`config.mk`:
```
export PLATFORM = sky130hd
export DESIGN_NAME = alu_ctrl_seq_flat
export DESIGN_NICKNAME = d
export VERILOG_FILES = /design/src/rtl/alu_ctrl_pkg.sv /design/src/rtl/alu_ctrl_seq_if.sv /design/src/rtl/alu_ctrl_decode.sv /design/src/rtl/alu_ctrl_seq.sv /design/src/flat_wrapper.sv
export SDC_FILE = /design/constraint.sdc
export NUM_CORES = 1
export LEC_CHECK = 0
export CAP_MARGIN = 20
export CORE_MARGIN = 5
export CORE_UTILIZATION = 41
export DETAILED_ROUTE_END_ITERATION = 7
export MAX_ROUTING_LAYER = met4
export PLACE_DENSITY = 0.74
export RECOVER_POWER = 25
export SYNTH_ARGS = -nofsm -noshare
export SYNTH_HDL_FRONTEND = slang
export SYNTH_SLANG_ARGS = --single-unit
```
`constraint.sdc`:
```
create_clock -name clk -period 1.3 [get_ports clk]
set_clock_uncertainty 0.05 [all_clocks]
set_input_delay 0.195 -clock clk [delete_from_list [all_inputs] [get_ports clk]]
set_output_delay 0.195 -clock clk [all_outputs]
set_load 0.02 [all_outputs]
```
`src/rtl/alu_ctrl_pkg.sv`:
```
// Shared definitions for the sequenced ALU control decoder:
// control bit positions, FSM states and the shift-op mask.
package alu_ctrl_pkg;

   localparam int CTRL_W = 12;

   localparam int IDX_ADD      = 0;
   localparam int IDX_COMP     = 1;
   localparam int IDX_SLLV     = 2;
   localparam int IDX_SRLV     = 3;
   localparam int IDX_SRAV     = 4;
   localparam int IDX_AND      = 5;
   localparam int IDX_XOR      = 6;
   localparam int IDX_DIFF     = 7;
   localparam int IDX_COMPEQ   = 8;
   localparam int IDX_COMPNEQ  = 9;
   localparam int IDX_COMPLESS = 10;
   localparam int IDX_MEMADD   = 11;

   localparam logic [CTRL_W-1:0] SHIFT_MASK = 12'h01C;

   typedef enum logic [1:0] {
      IDLE,
      SHIFT,
      DONE
   } state_e;

   function automatic logic is_shift(
      input logic [CTRL_W-1:0] c
   );
      return |(c & SHIFT_MASK);
   endfunction

endpackage

```
`src/rtl/alu_ctrl_seq_if.sv`:
```
// Decode-side and datapath-side handshake bundle of alu_ctrl_seq.
// master = instruction decode / datapath, slave = the sequencer.
interface alu_ctrl_seq_if
   import alu_ctrl_pkg::*;
#(
   parameter int DATA_W = 32
);
   localparam int SHW = $clog2(DATA_W);

   logic              in_valid;
   logic              in_ready;
   logic [3:0]        aluop;
   logic [3:0]        func;
   logic [SHW-1:0]    shamt;
   logic              out_valid;
   logic              out_ready;
   logic [CTRL_W-1:0] ctrl;
   logic              illegal;
   logic              shift_en;
   logic              busy;

   modport master (
      output in_valid, aluop, func, shamt, out_ready,
      input  in_ready, out_valid, ctrl, illegal,
      input  shift_en, busy
   );

   modport slave (
      input  in_valid, aluop, func, shamt, out_ready,
      output in_ready, out_valid, ctrl, illegal,
      output shift_en, busy
   );

endinterface

```
`src/rtl/alu_ctrl_decode.sv`:
```
// Combinational priority decoder: aluop/func to a one-hot
// control vector, or zero with illegal set.
module alu_ctrl_decode
   import alu_ctrl_pkg::*;
(
   input  logic [3:0]        aluop,
   input  logic [3:0]        func,
   output logic [CTRL_W-1:0] ctrl,
   output logic              illegal
);

   logic lo_hit;
   logic a0_hit;

   // func 0..4 for either low class bit, 5..7 only for aluop[0] alone
   assign lo_hit = (|aluop[1:0]) && (func <= 4'd4);
   assign a0_hit = (aluop[1:0] == 2'b01) &&
                   (func >= 4'd5) && (func <= 4'd7);

   always_comb begin
      ctrl    = '0;
      illegal = 1'b0;
      priority case (1'b1)
         aluop[2]: ctrl[IDX_MEMADD] = 1'b1;
         aluop[3]: begin
            unique case (func)
               4'd0:    ctrl[IDX_COMPLESS] = 1'b1;
               4'd1:    ctrl[IDX_COMPEQ]   = 1'b1;
               4'd2:    ctrl[IDX_COMPNEQ]  = 1'b1;
               default: illegal = 1'b1;
            endcase
         end
         lo_hit || a0_hit: begin
            unique case (func)
               4'd0:    ctrl[IDX_ADD]  = 1'b1;
               4'd1:    ctrl[IDX_COMP] = 1'b1;
               4'd2:    ctrl[IDX_SLLV] = 1'b1;
               4'd3:    ctrl[IDX_SRLV] = 1'b1;
               4'd4:    ctrl[IDX_SRAV] = 1'b1;
               4'd5:    ctrl[IDX_AND]  = 1'b1;
               4'd6:    ctrl[IDX_XOR]  = 1'b1;
               4'd7:    ctrl[IDX_DIFF] = 1'b1;
               default: illegal = 1'b1;
            endcase
         end
         default: illegal = 1'b1;
      endcase
   end

endmodule

```
`src/rtl/alu_ctrl_seq.sv`:
```
// Registered ALU control decoder with valid/ready on both sides;
// sequences an iterative shifter for variable shifts.
module alu_ctrl_seq
   import alu_ctrl_pkg::*;
#(
   parameter int DATA_W     = 32,
   parameter int SHIFT_STEP = 1
) (
   input logic           clk,
   input logic           rst_n,
   alu_ctrl_seq_if.slave bus
);

   localparam int SHW      = $clog2(DATA_W);
   localparam int LOG_STEP = $clog2(SHIFT_STEP);
   localparam logic [SHW:0] STEP_M1 = (SHW+1)'(SHIFT_STEP - 1);

   if (SHIFT_STEP < 1 || SHIFT_STEP > DATA_W ||
       (SHIFT_STEP & (SHIFT_STEP - 1)) != 0) begin : g_bad_step
      $error("SHIFT_STEP must be a power of 2 <= DATA_W");
   end

   state_e            state_q, state_d;
   logic [CTRL_W-1:0] ctrl_q, ctrl_d;
   logic              illegal_q, illegal_d;
   logic [SHW-1:0]    count_q, count_d;

   logic [CTRL_W-1:0] dec_ctrl;
   logic              dec_illegal;
   logic [SHW:0]      round_up;
   logic [SHW-1:0]    nsteps;
   logic              in_ready;
   logic              accept;

   alu_ctrl_decode u_dec (
      .aluop   (bus.aluop),
      .func    (bus.func),
      .ctrl    (dec_ctrl),
      .illegal (dec_illegal)
   );

   // ceil(shamt / SHIFT_STEP), one spare bit for the carry
   assign round_up = {1'b0, bus.shamt} + STEP_M1;
   assign nsteps   = SHW'(round_up >> LOG_STEP);

   assign in_ready = (state_q == IDLE) ||
                     (state_q == DONE && bus.out_ready);
   assign accept   = bus.in_valid && in_ready;

   always_comb begin
      state_d   = state_q;
      ctrl_d    = ctrl_q;
      illegal_d = illegal_q;
      count_d   = count_q;
      unique case (state_q)
         IDLE, DONE: begin
            if (accept) begin
               ctrl_d    = dec_ctrl;
               illegal_d = dec_illegal;
               if (is_shift(dec_ctrl) && nsteps != '0) begin
                  state_d = SHIFT;
                  count_d = nsteps;
               end else begin
                  state_d = DONE;
                  count_d = '0;
               end
            end else if (state_q == DONE && bus.out_ready) begin
               state_d   = IDLE;
               ctrl_d    = '0;
               illegal_d = 1'b0;
            end
         end
         SHIFT: begin
            count_d = count_q - 1'b1;
            if (count_q == SHW'(1)) state_d = DONE;
         end
         default: state_d = IDLE;
      endcase
   end

   always_ff @(posedge clk or negedge rst_n) begin
      if (!rst_n) begin
         state_q   <= IDLE;
         ctrl_q    <= '0;
         illegal_q <= 1'b0;
         count_q   <= '0;
      end else begin
         state_q   <= state_d;
         ctrl_q    <= ctrl_d;
         illegal_q <= illegal_d;
         count_q   <= count_d;
      end
   end

   assign bus.in_ready  = in_ready;
   assign bus.out_valid = (state_q == DONE);
   assign bus.shift_en  = (state_q == SHIFT);
   assign bus.busy      = (state_q != IDLE);
   assign bus.ctrl      = ctrl_q;
   assign bus.illegal   = illegal_q;

endmodule
```
`src/flat_wrapper.sv`:
```
// flat-port wrapper written by rule: the top's interface ports become plain ports
module alu_ctrl_seq_flat import alu_ctrl_pkg::*;
#(
   parameter int DATA_W     = 32,
   parameter int SHIFT_STEP = 1
)
  (clk, rst_n, bus_in_valid, bus_aluop, bus_func, bus_shamt, bus_out_ready, bus_in_ready, bus_out_valid, bus_ctrl, bus_illegal, bus_shift_en, bus_busy);
  alu_ctrl_seq_if #(.DATA_W(DATA_W)) bus_i ();
  input logic clk;
  input logic rst_n;
  input wire logic [$bits(bus_i.in_valid)-1:0] bus_in_valid;
  input wire logic [$bits(bus_i.aluop)-1:0] bus_aluop;
  input wire logic [$bits(bus_i.func)-1:0] bus_func;
  input wire logic [$bits(bus_i.shamt)-1:0] bus_shamt;
  input wire logic [$bits(bus_i.out_ready)-1:0] bus_out_ready;
  output wire logic [$bits(bus_i.in_ready)-1:0] bus_in_ready;
  output wire logic [$bits(bus_i.out_valid)-1:0] bus_out_valid;
  output wire logic [$bits(bus_i.ctrl)-1:0] bus_ctrl;
  output wire logic [$bits(bus_i.illegal)-1:0] bus_illegal;
  output wire logic [$bits(bus_i.shift_en)-1:0] bus_shift_en;
  output wire logic [$bits(bus_i.busy)-1:0] bus_busy;
  assign bus_i.in_valid = bus_in_valid;
  assign bus_i.aluop = bus_aluop;
  assign bus_i.func = bus_func;
  assign bus_i.shamt = bus_shamt;
  assign bus_i.out_ready = bus_out_ready;
  assign bus_in_ready = bus_i.in_ready;
  assign bus_out_valid = bus_i.out_valid;
  assign bus_ctrl = bus_i.ctrl;
  assign bus_illegal = bus_i.illegal;
  assign bus_shift_en = bus_i.shift_en;
  assign bus_busy = bus_i.busy;
  alu_ctrl_seq #(.DATA_W(DATA_W), .SHIFT_STEP(SHIFT_STEP)) u_core (.clk(clk), .rst_n(rst_n), .bus(bus_i));
endmodule
```
# Yosys cells after proc, flatten, opt, wreduce, memory -nomap -nowiden
# Index checks and enable logic that the tools add are counted.
[word_totals]
ff_bits = 20
inputBits = 17
out_inout_bits = 17
[op_classes]
add_sub_neg = 1
n_lt_le_gt_ge = 3
n_eq_ne = 14
mux = 31
reduce_logical = 22
[op_table]
columns = ["operator", "count"]
rows = [
  ["$mux W12", 2],
  ["$mux W8", 3],
  ["$eq A4 B3 Y1 const B", 4],
  ["$mux W1", 16],
  ["$mux W5", 2],
  ["$pmux W5 S2", 1],
  ["$eq A4 B2 Y1 const B", 2],
  ["$le A4 B3 Y1 const B", 2],
  ["$mux W2", 4],
  ["$reduce_or A8 Y1", 1],
  ["$logic_and A1 B1 Y1", 6],
  ["$mux W3", 2],
  ["$reduce_and A2 Y1", 3],
  ["$reduce_bool A2 Y1", 3],
  ["$reduce_or A3 Y1", 2],
  ["$eq A5 B1 Y1 const B", 1],
  ["$reduce_bool A5 Y1", 1],
  ["$sub A5 B1 Y5 const B", 1],
  ["$eq A2 B1 Y1 const B", 2],
  ["$eq A4 B1 Y1 const B", 1],
  ["$ge A4 B3 Y1 const B", 1],
  ["$logic_not A4 Y1", 1],
  ["$ne A2 B1 Y1 const B", 2],
  ["$pmux W2 S2", 1],
  ["5 further kinds", 7],
]

# Depth between registers and ports, before layout
# Gate-level depths: netlist of the first run.
[logic_depth]
word_depth = 12
depth_mapped = 6

# Modules after synthesis
# From an unflattened synthesis of the first run, not the netlist that was laid out.
[hier_totals]
hier_cells = 112
hier_area_um2 = 1156.1
[modules_own_cells]
columns = ["mod", "instances", "cells_per_inst", "area_per_inst_um2"]
rows = [
  ["alu_ctrl_seq", 1, 81, 960.9],
  ["alu_ctrl_decode", 1, 31, 195.2],
]

# Least setup slack after synthesis of the first run
# No wires, ideal clock.
[synth_timing]
path_kind = "flip-flop to flip-flop"
from = "reg u_core.state_q[0]"
to = "reg u_core.count_q[0]"
setup_time_ps = 87
arrival_ps = 1295
t_required_ps = 1163
path_slack_ps = -132
path_stages_with_launch = 6
path_buffers = 1
cell_sequence = "dfrtp_1 -> clkbuf_1 -> nand2b_1 -> inv_1 -> or3_1 -> o211ai_1"
[synth_rtl]
columns = ["item", "line", "source"]
rows = [
  ["start: declaration", "alu_ctrl_seq.sv:23", "state_e state_q, state_d;"],
  ["start signal: assignment", "alu_ctrl_seq.sv:88", "state_q <= state_d;"],
  ["$eq A2 B1 Y1 (*)", "-", ""],
  ["net bus_shift_en", "flat_wrapper.sv:20", "output wire logic [$bits(bus_i.shift_en)-1:0] bus_shift_en;"],
  ["$reduce_bool A2 Y1 (no line)", "-", ""],
  ["$reduce_and A2 Y1 (no line)", "-", ""],
  ["end signal: assignment", "alu_ctrl_seq.sv:91", "count_q <= count_d;"],
  ["end: declaration", "alu_ctrl_seq.sv:26", "logic [SHW-1:0] count_q, count_d;"],
]
# The timed path passes the listed nets; every way through them passes the cells marked *.
# A chain may end at the register's enable or synchronous reset.

# Worst setup path after layout of the first run
[layout_timing]
from = "reg u_core.state_q[1]"
to = "out bus_busy"
[layout_via]
elab_chain_len = 1
[layout_lines]
columns = ["item", "line", "source"]
rows = [
  ["$reduce_bool A2 Y1", "alu_ctrl_seq.sv:98", "assign bus.busy = (state_q != IDLE);"],
  ["end: declaration", "flat_wrapper.sv:21", "output wire logic [$bits(bus_i.busy)-1:0] bus_busy;"],
]
# Every way passes these cells.

==> impl_metrics.ini, run 1 <==
[outcome]
outcome = finished, violations left
violations = setup timing

[routing]
vias = 1313
totalWireLength_um = 4330
ant_nets = 0
drc = 0
avgRoutedWirePerCell_um = 19.5
first_iter_violations = 73
first_pass_iters = 4
vias_per_cell = 5.91

[cts]
htreeDepth = 1
cts_buffer_depth = 2
root_buffer = clkbuf_4
clk_latency_ns = 0.32
clk_pin_slew_ns = 0.12
cts_hold_buf = 0
cts_tree = yes
numCtsBuffers = 3
cts.sinks = 20

[worst_setup_path]
start_kind = register
slowest_stage = dfrtp_2
path_buf_inv = 2
worst-path-stages = 3
cp_max_fo = 5
rr_worst_depth = 7
critPathLaunch = u_core.state_q[1]
path_class = reg -> out
crit_family = flip-flops
path_cells = buf_4 -> or2_4 -> buf_6
cpPeakStageDelay_ns = 0.46
endpoint_kind = output port
r2r-start = u_core.state_q[1]
cp.required_ns = 1.05
arrival_ns = 1.27

[yosys]
synthCells = 114
async_reset_ff_share_pct = 100
yosys.cell_types.count = 39
yosysWarnings = 0
synth-seq-area-share_pct = 45.3
ys.flop_type = dfrtp_1
ys_ff_latch = 20
syn_nets = 133
synth-edff-count = 0
postSynthAreaPerCell_sq_um = 9.69
syn_area_sq_mm = 0.00110

[timing]
min_period_over_period_pct = 117
hold_viol = 0
finalCriticalPeriod_ns = 1.52
finalWorstSetupSlack_ns = -0.218
worst_pin_slew_ns = 0.533
max_freq_mhz = 659
setup_viol_count_final = 24
grt_setup_unrepaired = yes
hold_ws_ns = 0.317
drv_slew = 0
relSlewSlack_pct = 64.4

[final_layout]
layout_commonest_cell = buf_4
antenna_cells = 0
syn_to_final_growth_pct = 80.9
nNetsFinal = 213
postLayoutCellArea_sq_mm = 0.00200
finalNonFillerCells = 222
final_cell_mix = 37 x buf_4, 18 x dfrtp_1, 14 x dlygate4sd2_1
nFillCells = 148
drive_gt1_share_pct = 45.3

[grt]
grt_pass1_vias = 1330
grt_pass1_wl_um = 6140
grt-ovfl-total = 0
antenna_found_initial = 0
grt_use_total_pct = 23.0
grt_max_degree = 21

[floorplanning]
die_y_um = 61.9
io_pins = 34
start_util_pct = 43.8
die_w_um = 61.9
die_area_sq_mm = 0.00383
rows = 18
fp.coreArea_sq_mm = 0.00252

[power]
power_leakage_nw = 0.929
power_density_mw_per_mm2 = 773
ir_drop_uv = 855
fin_total_pwr_mw = 1.54

[hold_path]
hold_path_class = in -> async

[place]
hpwl_um = 2680
finalWeightedCongestion = 0.961
place_area_sq_mm = 0.00173
placedCellCount = 206
placement.io_buffers = 33

[flow_run]
max-cap-violations = 0
[layout make-up]
class	count	area [sq um]	area share, %
flip-flops and latches	20	503	25.2
inverters	6	22.5	1.13
well taps	30	37.5	1.88
repair buffers	77	671	33.6
multi-input cells	86	742	37.1
clock buffers	3	22.5	1.13
[stage by stage]
| step | setup WS [ns] | TNS [ns] | utilization (%) |
|---|---|---|---|
| 2_1_floorplan | -0.0540 | -0.140 | - |
| 3_3_place_gp | -0.452 | -8.93 | 68.7 |
| 4_1_cts | -0.234 | -2.73 | 76.2 |
| 5_1_grt | -0.243 | -4.54 | 79.2 |
| 3_5_place_dp | -0.560 | -10.10 | 68.7 |
| 6_report | -0.218 | -3.65 | 79.2 |
[Yosys cell counts, types with 2 or more instances]
| cell type | count | area share, % |
|---|---|---|
| nor2b_1 | 2 | 1.1 |
| or2_2 | 4 | 2.3 |
| o22ai_1 | 3 | 1.7 |
| nand2b_1 | 4 | 2.3 |
| mux2i_1 | 2 | 1.8 |
| dfrtp_1 | 20 | 45 |
| a31oi_1 | 3 | 1.7 |
| nand2_1 | 11 | 3.7 |
| inv_1 | 6 | 2.0 |
| ha_1 | 2 | 2.3 |
| nor3_1 | 2 | 0.91 |
| xor2_1 | 2 | 1.6 |
| o21ai_0 | 5 | 2.3 |
| o21bai_1 | 2 | 1.4 |
| a22o_1 | 6 | 4.8 |
| clkbuf_1 | 2 | 0.68 |
| nor2_1 | 8 | 2.7 |
| nor3b_1 | 3 | 2.0 |
| and3_1 | 2 | 1.1 |
| a32o_1 | 3 | 2.7 |
| a21oi_1 | 4 | 1.8 |
[metal layers]
layer / share of wire, % / up-vias / global-route usage, %
met4: 3.8 / 0 / 11.2
met5: 0 / - / -
met1: 38 / 633 / 27.3
met2: 51 / 78 / 37.4
met3: 7.0 / 20 / 4.34
li1: - / 582 / -
[registers in the layout (all words and copies together), names as in the netlist]
register            count
u_core.bus.ctrl        12
u_core.bus.illegal      1
u_core.count_q          5
u_core.state_q          2
[final timing paths]
kind                                  endpoint  slack [ns]
min in group clk           u_core.bus.ctrl[11]        0.32
max                                   bus_busy       -0.22
max in group asynchronous    u_core.state_q[1]        0.50
min reg2reg                 u_core.bus.ctrl[3]        0.46
min                          u_core.state_q[0]        0.32
max reg2reg                  u_core.count_q[1]       -0.20
[timing repair]
action | in CTS | in global routing
resized for setup | 80 | 14
endpoints found under the setup margin | 37 | 31
cloned | 1 | 0
buffers inserted | 6 | 6
pin swaps | 25 | 8
[worst register-to-register path: cells and delay by family, from the launching register on]
family,cells,cell delay (ns)
compound gates,1,0.09
simple gates,3,0.41
flops,1,0.46
buf+inv,3,0.40
[where the power goes]
part	switching (mW)	internal, mW	leakage, nW
Combinational	0.248	0.282	0.650
Sequential	0.0518	0.654	0.266
Clock	0.200	0.109	0.0138
Total	0.500	1.04	0.929
[cell families (layout without fill, tap and decap cells)]
| kind of cell | count (synthesis) | in the layout | share of synthesized area (%) |
|---|---|---|---|
| simple gates | 46 | 47 | 22.9 |
| compound gates | 33 | 33 | 22.4 |
| flops | 20 | 20 | 45.3 |
| buf+inv | 9 | 86 | 3.74 |
| fa+ha+maj | 2 | 2 | 2.26 |
| xor+xnor | 2 | 2 | 1.59 |
| mux | 2 | 2 | 1.81 |
Note: power is estimated with default switching activity, not from simulation.
==> run 2: changes to the inputs <==
Settings changed: CORE_MARGIN 5 to default.
==> run 2 against run 1 <==
The run still ends with setup timing left. Maximum frequency is 3.5% higher. Count of clock-buffer cells in the layout up 1. Total power increased by 3.6%. Largest power group unchanged. Cell count is 1.4% higher. Worst hold slack gained 0.010 ns. Global-route usage up 2.6 points. Flip-flop and latch count unchanged. Design area up 2.1%. Wire length decreased by 10%. Via count decreased by 2.2%.
==> impl_metrics.ini, run 2 (synthesis gave the netlist of run 1 again) <==
[routing]
drc = 0
vias = 1284
first_pass_iters = 4
avgRoutedWirePerCell_um = 17.2
ant_nets = 0
vias_per_cell = 5.71
first_iter_violations = 37
totalWireLength_um = 3880

[cts]
cts_tree = yes
htreeDepth = 1
root_buffer = clkbuf_4
cts.sinks = 20
cts_buffer_depth = 2
numCtsBuffers = 3
clk_latency_ns = 0.31
clk_pin_slew_ns = 0.12

[grt]
antenna_found_initial = 0
grt_busiest_layer = met2
grt_pass1_vias = 1072
grt_max_degree = 21
met1_usage_pct = 34.6
grt-ovfl-total = 0
grt_use_total_pct = 25.6
met2_usage_pct = 39.5
grt_pass1_wl_um = 5110
met3_usage_pct = 5.93

[worst_setup_path]
crit_family = compound AO/OA/AOI/OAI gates
start_kind = input pin
worstReg2RegEnd = u_core.bus.ctrl[4]
cp.required_ns = 1.47
r2r-start = u_core.state_q[0]
endpoint_kind = register
cpPeakStageDelay_ns = 0.45
arrival_ns = 1.63
cp_max_fo = 3
path_class = in -> reg
path_cells = clkdlybuf4s50_1 -> o21bai_1 -> a31oi_1 -> and3_4 -> a32o_1
rr_worst_depth = 6
ff2ff_setup_slack_ns = -0.15
slowest_stage = clkdlybuf4s50_1
path_buf_inv = 1
worst-path-stages = 5

[floorplanning]
die_w_um = 53.9
die_y_um = 53.9
rows = 18
fp.coreArea_sq_mm = 0.00252
start_util_pct = 43.8
io_pins = 34
die_area_sq_mm = 0.00291

[place]
hpwl_um = 2220
finalWeightedCongestion = 0.828
placement.io_buffers = 33

[timing]
hold_ws_ns = 0.327
hold_viol = 0
grt_setup_unrepaired = yes
setup_viol_count_final = 24
finalCriticalPeriod_ns = 1.47
finalWorstSetupSlack_ns = -0.167
min_period_over_period_pct = 113
drv_slew = 0
worst_pin_slew_ns = 0.533
relSlewSlack_pct = 64.4
max_freq_mhz = 682

[final_layout]
drive_gt1_share_pct = 47.7
layout_commonest_cell = buf_4
largest_reg_flops = 12
syn_to_final_growth_pct = 84.7
antenna_cells = 0
final_cell_mix = 38 x buf_4, 18 x dfrtp_1, 10 x dlygate4sd2_1, 10 x buf_6, 10 x clkdlybuf4s15_1
nNetsFinal = 215

[power]
internal-power_mw = 1.10
power_leakage_nw = 0.942
p_comb_share_pct = 32.0
power_density_mw_per_mm2 = 784
fin_total_pwr_mw = 1.60
power_frac_seq_pct = 44.2
p_sw_mw = 0.502
clock_power_share_pct = 23.8
swShare_pct = 31.4
ir_drop_uv = 860

[flow_run]
max-cap-violations = 0

[hold_path]
hold_path_class = in -> async

[outcome]
violations = setup timing
outcome = finished, violations left
[run 2: final cells by class]
class,count,area (sq um)
multi-input cells,86,756
clock buffers,4,36.3
repair buffers,79,686
flip-flops and latches,20,503
fillers,143,482
well taps,30,37.5
inverters,6,22.5
[run 2: how the worst max path moves through the flow]
stage,endpoint,from
after global placement,u_core.count_q[2],bus_func[1]
after detailed placement,u_core.count_q[1],bus_func[1]
after global routing,u_core.bus.ctrl[4],u_core.state_q[0]
final,u_core.bus.ctrl[5],bus_aluop[0]
after CTS,bus_in_ready,u_core.state_q[1]
after floorplan,u_core.count_q[0],u_core.state_q[0]
[run 2: power groups by stage]
stage                     registers [mW]  clock network, mW  logic (mW)
final                              0.707              0.381       0.511
after CTS                          0.695              0.374       0.445
after global routing               0.711              0.411       0.545
after detailed placement           0.699                  0       0.399
after global placement             0.696                  0       0.391
after floorplan                    0.706                  0       0.174
[run 2: timing repair]
| action | 4_1_cts | 5_1_grt |
|---|---|---|
| hold endpoints to repair | 0 | 0 |
| hold buffers | 0 | 0 |
| setup endpoints to repair | 37 | 34 |
| buffers inserted | 8 | 7 |
| cloned | 0 | 1 |
| resized for setup | 72 | 30 |
| pin swaps | 20 | 9 |
[run 2: routing by layer]
metal / wire [um] / part of all wire [%] / vias to the layer above
met4: 83 / 2.1 / 0
met3: 260 / 6.7 / 10
met2: 1860 / 48 / 58
met1: 1670 / 43 / 632
li1: - / - / 584
met5: 0 / 0 / -
[run 2: metrics by stage]
stage          util, %  instances  setup WS [ns]  setup TNS, ns  cell area (sq um)
5_1_grt           80.9        225         -0.224          -3.58               2040
3_3_place_gp      67.9        205         -0.453          -8.56               1710
2_1_floorplan        -        114        -0.0540         -0.140               1140
3_5_place_dp      67.9        205         -0.491          -9.11               1710
6_report          80.9        225         -0.167          -2.16               2040
4_1_cts           75.0        217         -0.147          -1.84               1890
